**config.mk**
```make
export PLATFORM = sky130hd
export DESIGN_NAME = coeff_pwl_eval
export DESIGN_NICKNAME = d
export VERILOG_FILES = /design/src/rtl/coeff_pwl_eval.sv
export SDC_FILE = /design/constraint.sdc
export NUM_CORES = 2
export LEC_CHECK = 0
export ABC_AREA = 1
export CAP_MARGIN = 20
export CORE_ASPECT_RATIO = 1.5
export CORE_MARGIN = 2
export CORE_UTILIZATION = 45
export DETAILED_ROUTE_END_ITERATION = 6
export SLEW_MARGIN = 20
export SYNTH_ARGS = -nofsm -noshare
export SYNTH_HDL_FRONTEND = slang
export SYNTH_SLANG_ARGS = --single-unit
```
**constraint.sdc**
```tcl
create_clock -name clkn_i -period 7.2 [get_ports clkn_i]
set_input_delay 0.72 -clock clkn_i [delete_from_list [all_inputs] [get_ports clkn_i]]
set_output_delay 0.72 -clock clkn_i [all_outputs]
set_load 0.01 [all_outputs]
```
**src/rtl/coeff_pwl_eval.sv**
```systemverilog
// Piecewise-linear segment evaluator: y = slope*x + icpt, with the segment
// chosen by the coefficient read pointer. Three registered stages, valid/ready on both sides.

module coeff_pwl_sat #(
    parameter int DATA_W = 16
) (
    input  logic signed [2*DATA_W:0]  sum,
    output logic        [DATA_W-1:0]  y,
    output logic                      sat
);
    localparam logic signed [2*DATA_W:0] SAT_MAX = {{(DATA_W+2){1'b0}}, {(DATA_W-1){1'b1}}};
    localparam logic signed [2*DATA_W:0] SAT_MIN = {{(DATA_W+2){1'b1}}, {(DATA_W-1){1'b0}}};

    always_comb begin
        y   = sum[DATA_W-1:0];
        sat = 1'b0;
        if (sum > SAT_MAX) begin
            y   = SAT_MAX[DATA_W-1:0];
            sat = 1'b1;
        end else if (sum < SAT_MIN) begin
            y   = SAT_MIN[DATA_W-1:0];
            sat = 1'b1;
        end
    end
endmodule

module coeff_pwl_eval #(
    parameter int ADDR_LINES = 4,
    parameter int DATA_W     = 16,
    parameter int FRAC_W     = 8
) (
    input  logic                  clkn_i,
    input  logic                  rst_i,
    input  logic                  wr_en_i,
    input  logic [ADDR_LINES-1:0] wr_addr_i,
    input  logic [DATA_W-1:0]     wr_slope_i,
    input  logic [DATA_W-1:0]     wr_icpt_i,
    input  logic                  in_valid_i,
    output logic                  in_ready_o,
    input  logic [DATA_W-1:0]     in_x_i,
    input  logic [ADDR_LINES-1:0] rd_ptr_i,
    output logic                  out_valid_o,
    input  logic                  out_ready_i,
    output logic [DATA_W-1:0]     out_y_o,
    output logic                  sat_o
);
    localparam int DEPTH  = 1 << ADDR_LINES;
    localparam int STAGES = 3;

    typedef struct packed {
        logic [DATA_W-1:0] slope;
        logic [DATA_W-1:0] icpt;
    } coeff_t;

    typedef struct packed {
        logic [DATA_W-1:0] x;
        coeff_t            c;
    } s1_t;

    typedef struct packed {
        logic [2*DATA_W-1:0] prod;
        logic [DATA_W-1:0]   icpt;
    } s2_t;

    coeff_t              mem [DEPTH];
    s1_t                 s1_q;
    s2_t                 s2_q;
    logic [STAGES:1]     vld_pipe;
    logic                stall;
    logic                accept;
    logic signed [2*DATA_W-1:0] prod_d;
    logic signed [2*DATA_W-1:0] sh_d;
    logic signed [2*DATA_W:0]   sum_d;
    logic [DATA_W-1:0]   sat_y;
    logic                sat_flag;

    assign out_valid_o = vld_pipe[STAGES];
    assign stall       = out_valid_o && !out_ready_i;
    assign in_ready_o  = !stall;
    assign accept      = in_valid_i && in_ready_o;

    // Read-before-write: a sample accepted on a write edge sees the old entry.
    always_ff @(posedge clkn_i) begin
        if (rst_i) begin
            for (int i = 0; i < DEPTH; i++)
                mem[i] <= '0;
        end else if (wr_en_i) begin
            mem[wr_addr_i] <= {wr_slope_i, wr_icpt_i};
        end
    end

    assign prod_d = $signed(s1_q.x) * $signed(s1_q.c.slope);
    assign sh_d   = $signed(s2_q.prod) >>> FRAC_W;
    assign sum_d  = $signed({sh_d[2*DATA_W-1], sh_d})
                  + $signed({{(DATA_W+1){s2_q.icpt[DATA_W-1]}}, s2_q.icpt});

    coeff_pwl_sat #(.DATA_W(DATA_W)) u_sat (
        .sum (sum_d),
        .y   (sat_y),
        .sat (sat_flag)
    );

    // The whole pipe freezes on stall; bubbles move forward as cleared valids.
    always_ff @(posedge clkn_i) begin
        if (rst_i) begin
            vld_pipe <= '0;
            s1_q     <= '0;
            s2_q     <= '0;
            out_y_o  <= '0;
            sat_o    <= 1'b0;
        end else if (!stall) begin
            vld_pipe <= {vld_pipe[STAGES-1:1], accept};
            if (accept)
                s1_q <= {in_x_i, mem[rd_ptr_i]};
            if (vld_pipe[1])
                s2_q <= {prod_d, s1_q.c.icpt};
            if (vld_pipe[2]) begin
                out_y_o <= sat_y;
                sat_o   <= sat_flag;
            end
        end
    end
endmodule

```
## After elaboration in Yosys (flattened, before gate mapping)

Memories as Yosys holds them, arrays and structs flattened. A register that Yosys moved wholly into a read port is not among the register bits.
Cells that the tools add are included.

- Add/sub/neg operators: 1
- Multiply operators: 1
- Magnitude comparators: 2
- Mux-type cells: 12
- Bitwise operators: 1
- Reductions and logical operators: 8

Operator list:

| cell | count |
|---|---|
| 16-bit by 16-bit multiplier with 32-bit output | 1 |
| 16-bit 2-to-1 mux | 2 |
| 32-bit 2-to-1 mux | 1 |
| 32-bit OR reduction | 1 |
| 24-bit by 16-bit adder with 25-bit output | 1 |
| 25-bit by 16-bit greater-than comparator with 1-bit output, second input constant | 1 |
| 25-bit by 16-bit less-than comparator with 1-bit output, second input constant | 1 |
| 1-bit 2-to-1 mux | 8 |
| 2-bit AND reduction | 3 |
| 4-bit 2-to-1 mux | 1 |
| 1-bit logical AND | 2 |
| 1-bit logical NOT | 2 |
| 1-bit NOT | 1 |

- Register bits after elaboration: 84
- RAM bits: 512
- Output and inout bits: 19
- Word-level logic and storage cells: 32
- Memories kept: 1

Memories:

| name | words | width | rd ports | clocked after Yosys merged registers in | write ports | RTL line | source |
|---|---|---|---|---|---|---|---|
| mem | 16 | 32 | 1 | 1 | 16 | 65 | `coeff_t mem [DEPTH];` |

## Logic depth before layout (Yosys ltp)

- Word-level depth: 5
- Gate-level depth with buffers: 28

## Hierarchy

Synthesis repeated with hierarchy kept, for this count alone.

- Cell total of the unflattened synthesis: 4558
- Area total of the unflattened synthesis: 39800.7 sq um

Modules (own cells, without submodules):

| module | times used | cells an instance | area each (sq um) | sequential area each (sq um) |
|---|---|---|---|---|
| coeff_pwl_eval | 1 | 4467 | 39385.3 | 17536.8 |
| coeff_pwl_sat | 1 | 91 | 415.4 | 0.0 |

## Worst setup path before layout

No wires, ideal clock.

- Kind: reg2reg
- Start: register s1_q[47] (netlist bit)
- End: register s2_q[45] (netlist bit)
- Data arrival time: 5.571 ns
- Data required time: 7.126 ns
- Path slack: 1.555 ns
- Cell stages (with the launch flop): 20
- Buffers on the path: 2
- Period minus slack after synthesis: 5.645 ns
- Cells stage by stage: dfxtp_1 > clkbuf_1 > clkbuf_1 > nand2_1 > inv_1 > fa_1 > fa_1 > fa_1 > fa_1 > fa_1 > inv_1 > fa_1 > inv_1 > ha_1 > a21o_1 > a21oi_1 > nor3_1 > nor4_1 > nand3_1 > a31oi_1

- Longest elaborated chain between the ends: 1

Ends and longest elaborated chain:

| what | RTL line | source |
|---|---|---|
| start, declared | 66 | `s1_t s1_q;` |
| start signal, assigned | 114 | `s1_q <= {in_x_i, mem[rd_ptr_i]};` |
| 16-bit by 16-bit multiplier with 32-bit output | 92 | `assign prod_d = $signed(s1_q.x) * $signed(s1_q.c.slope);` |
| end signal, assigned | 116 | `s2_q <= {prod_d, s1_q.c.icpt};` |
| end, declared | 67 | `s2_t s2_q;` |

Every way passes these cells.
A chain may end at the register's enable or synchronous reset.

## Worst setup path in the final report

- Start: register s1_q[17] (netlist bit)
- End: register s2_q[47] (netlist bit)

Same word-level chain as after synthesis.

==> qor.tcl <==
set qor(drive_above_1_share_pct) 6.080
set qor(crit_path_top_delay_cell) {fa_1}
set qor(post_synth_and_or_nand_nor_area_fraction_pct) 13.86
set qor(max-slew-margin-rel_pct) 22.44
set qor(regToRegStartpoint) {s1_q[17]}
set qor(irDropWorstVdd_mv) 0.2790
set qor(dpl.cell_count) 5253
set qor(synth_top_family_by_area) {adder cells}
set qor(synth_top_area_cell) {edfxtp_1}
set qor(worst-endpoint-arrival_ns) 6.93
set qor(netlist-cell-type-count) 49
set qor(hold_path.class) {flip-flop to flip-flop}
set qor(synth_warnings) 0
set qor(area_growth_pct) 9.513
set qor(power.share.switching_pct) 34.31
set qor(syn-cell-area_mm2) 0.03884
set qor(die_width_um) 243.9
set qor(synth.mux.area_fraction_pct) 3.299
set qor(p_switching_mw) 3.535
set qor(cellLeakagePower_nw) 19.48
set qor(first_global_vias) 29560
set qor(grt_remaining_overflow) 0
set qor(detailedRoute.firstIterationViolations) 2317
set qor(max_slew.worst_pin.slew_ns) 1.159
set qor(ff_latch_area_mm2) 0.01754
set qor(numCtsBuffers) 60
set qor(vias) 28860
set qor(post-synth-top-area-fraction_pct) 39.58
set qor(place_congestion) 0.9259
set qor(critical_path.max_stage_delay_ns) 0.85
set qor(number_of_enable_type_register_cells_in_the_synthesized_netlist) 512
set qor(drtAntennaViolNets) 0
set qor(clk_pin_slew_worst_paths_ns) 0.07
set qor(core_area_mm2) 0.08588
set qor(power.density_mw_per_mm2) 242.2
set qor(detail_route.drc_violations) 0
set qor(startpoint_type) {flip-flop}
set qor(synthAdderAreaFrac_pct) 16.82
set qor(multi_input_area_mm2) 0.01747
set qor(synth.top_cells.by_area) {edfxtp_1 (40%), fa_1 (14%), inv_1 (7.4%), nor2_1 (6.5%), dfxtp_1 (5.6%)}
set qor(netlist_instances) 4232
set qor(cts_resized) 0
set qor(pwr-share-comb_pct) 28.6
set qor(fin_skew_ns) 0.03858
set qor(design.die.area_mm2) 0.08873
set qor(seq_area_frac_synth_pct) 45.15
set qor(synth-compound-area-share_pct) 10.04
set qor(finalWorstPathRequiredPeriod_ns) 6.399
set qor(h_tree_depth) 2
set qor(setup.worst_path.start) {s1_q[17]}
set qor(cp_cell_sequence) {nand2_1, inv_1, fa_1, fa_1, fa_1, fa_1, fa_1, inv_1, fa_1, inv_1, ha_1, nand2_1, nor2_1, inv_1, o21ai_0, a21oi_1, nand2_1, nand2_1, nand2_1, a21oi_1}
set qor(vias_per_cell) 5.378
set qor(wl_per_cell_um) 21.32
set qor(share_seq_of_total_power_pct) 41.0
set qor(final-setup-viol-count) 0
set qor(internal-power_mw) 6.767
set qor(tns_ns) 0
set qor(synth_flop_cell) {edfxtp_1}
set qor(detailedPlacementHpwl_um) 74080
set qor(crit_type) {flip-flop to flip-flop}
set qor(insertion_delay_ns) 0.67
set qor(initial_antenna_violation_count) 2
set qor(cts_tree) {yes}
set qor(grt_max_degree) 176
set qor(cap_violations) 0
set qor(syn_nets) 4658
set qor(port-buffer-count) 79
set qor(nFillCells) 8081
set qor(rsz_0062_raised_after_global_routing) {no}
set qor(finalNetCount) 4603
set qor(core.rowCount) 132
set qor(global_route.usage.total_pct) 26.07
set qor(endpoint_kind) {flip-flop}
set qor(synthXorXnorAreaFrac_pct) 0.6990
set qor(top_fanout_value_on_the_critical_path) 17
set qor(die_h_um) 363.8
set qor(cts_setup_buffers) 0
set qor(dr.pass1.iters) 6
set qor(clkSinkCount) 620
set qor(cpMostUsedCell) {fa_1}
set qor(async_reset_ff_share_pct) 0
set qor(hold_path.startpoint) {s1_q[7]}
set qor(max_freq_mhz) 156.3
set qor(post_synth.cell_area_avg_um2) 9.178
set qor(grt_pass1_wl_um) 175200
set qor(cts.hold.buffers_added) 0
set qor(pin_count) 80
set qor(clkPwrFrac_pct) 30.4
set qor(status) {completed}
set qor(timing.critical_path.required_ns) 7.73
set qor(floorplan.initialDensity_pct) 45.23
set qor(final-max-slew-violation-count) 0
set qor(drt_wl_total_um) 114400
set qor(cts.root.buffer_cell) {clkbuf_16}
set qor(final_hold_viols) 0
set qor(instances_no_fill) 5367
set qor(finalCritPeriodShare_pct) 88.87
set qor(ys_seq_elements) 620
set qor(max-clock-path-buffers) 3
## final cells by class
| cell class | instances | share of cell area, % |
|---|---|---|
| Clock inverter | 43 | 0.8354 |
| Antenna cell | 1 | 0.005883 |
| Sequential cell | 620 | 41.23 |
| Clock buffer | 69 | 3.633 |
| Tap cell | 1139 | 3.350 |
| Inverter | 766 | 6.768 |
| Multi-Input combinational cell | 2581 | 41.06 |
| Timing Repair Buffer | 148 | 3.118 |
## power groups by stage
stage	logic (mW)	registers [mW]	clock network (mW)
after detailed placement	2.96	4.30	0
after global placement	2.95	4.30	0
after global routing	3.33	4.25	3.29
after CTS	2.97	4.23	3.16
final	2.94	4.23	3.13
after floorplan	2.04	4.23	0
## final timing paths
kind                            cells after the start  endpoint  slack, ns
worst max-delay path                               20  s2_q[47]       0.80
worst min-delay path                                2   s2_q[7]       0.45
worst max register to register                     20  s2_q[47]       0.80
worst min register to register                      2   s2_q[7]       0.45
## critical path: cells and delay by family, from the launching register on
kind	cells	cell delay [ns]
buf+inv	4	0.37
flops	1	0.77
fa+ha+maj	7	3.81
simple gates	6	0.80
compound gates	3	0.53
## cell families (layout without fill, tap and decap cells)
family	Yosys count	after routing
and+or+nand+nor	1360	1360
xor gates and xnor gates	31	31
DFF	620	620
other	0	1
buffers and inverters	1031	1026
AOI/OAI and AO/OA	697	697
adders and majority gates	365	365
muxes	128	128
## routing by layer
layer / track usage [%] / wire, µm / part of all wire (%) / vias to the layer above
li1: - / - / - / 13400
met1: 30.56 / 43800 / 38 / 14290
met2: 47.92 / 59520 / 52 / 901
met3: 2.584 / 5471 / 4.8 / 267
met4: 11.96 / 5610 / 4.9 / 2
met5: 0 / 13 / 0.011 / -
## placed cells by master, fill, tap and decap left out, types with 16 or more instances in the layout
master	n
ha_1	103
nand2_1	502
buf_4	68
xor2_1	16
mux2i_1	128
clkdlybuf4s50_1	75
nand2_2	36
nor2_1	676
edfxtp_1	512
clkbuf_16	60
o21ai_0	323
clkinv_1	16
fa_1	262
inv_1	760
a21oi_1	218
dfxtp_1	108
nand4_1	19
nand3_1	83
a31o_2	21
o211ai_1	82
## cell usage after synthesis (3+ instances only)
| cell type | n |
|---|---|
| inv_1 | 762 |
| nor2_1 | 676 |
| nand2_1 | 535 |
| edfxtp_1 | 512 |
| o21ai_0 | 323 |
| fa_1 | 262 |
| clkbuf_1 | 221 |
| a21oi_1 | 218 |
| mux2i_1 | 128 |
| dfxtp_1 | 108 |
| ha_1 | 103 |
| nand3_1 | 83 |
| o211ai_1 | 82 |
| buf_2 | 22 |
| a31o_2 | 21 |
| nand4_1 | 19 |
| buf_1 | 16 |
| xor2_1 | 16 |
| xnor2_1 | 15 |
| nor3_1 | 14 |
| o22ai_1 | 13 |
| nor2_2 | 12 |
| a21oi_2 | 10 |
| a21o_1 | 7 |
| a31oi_1 | 6 |
| nand2_2 | 5 |
| buf_4 | 4 |
| nand3_2 | 4 |
| nand3b_1 | 4 |
| clkinv_1 | 3 |
| o21ai_1 | 3 |
| o21bai_1 | 3 |
## sequential cells by signal, summed over array words and instances, names as in the netlist
name      cells
mem         512
out_y_o      16
s1_q         48
s2_q         40
sat_o         1
vld_pipe      3
## per-stage QoR
| step | instance area (µm²) | power (mW) | hold WS (ns) | util, % | setup WS [ns] |
|---|---|---|---|---|---|
| after global routing | 42530 | 10.87 | 0.4676 | 49.53 | 0.4147 |
| after floorplan | 38840 | 6.267 | 0.4205 | - | 1.555 |
| after detailed placement | 40600 | 7.260 | 0.4489 | 47.28 | 0.8787 |
| after global placement | 40600 | 7.245 | 0.4392 | 47.28 | 0.9055 |
| final | 42540 | 10.30 | 0.4532 | 49.53 | 0.8010 |
| after CTS | 42500 | 10.37 | 0.4551 | 49.49 | 0.8796 |
(Power assumes the default switching activity.)
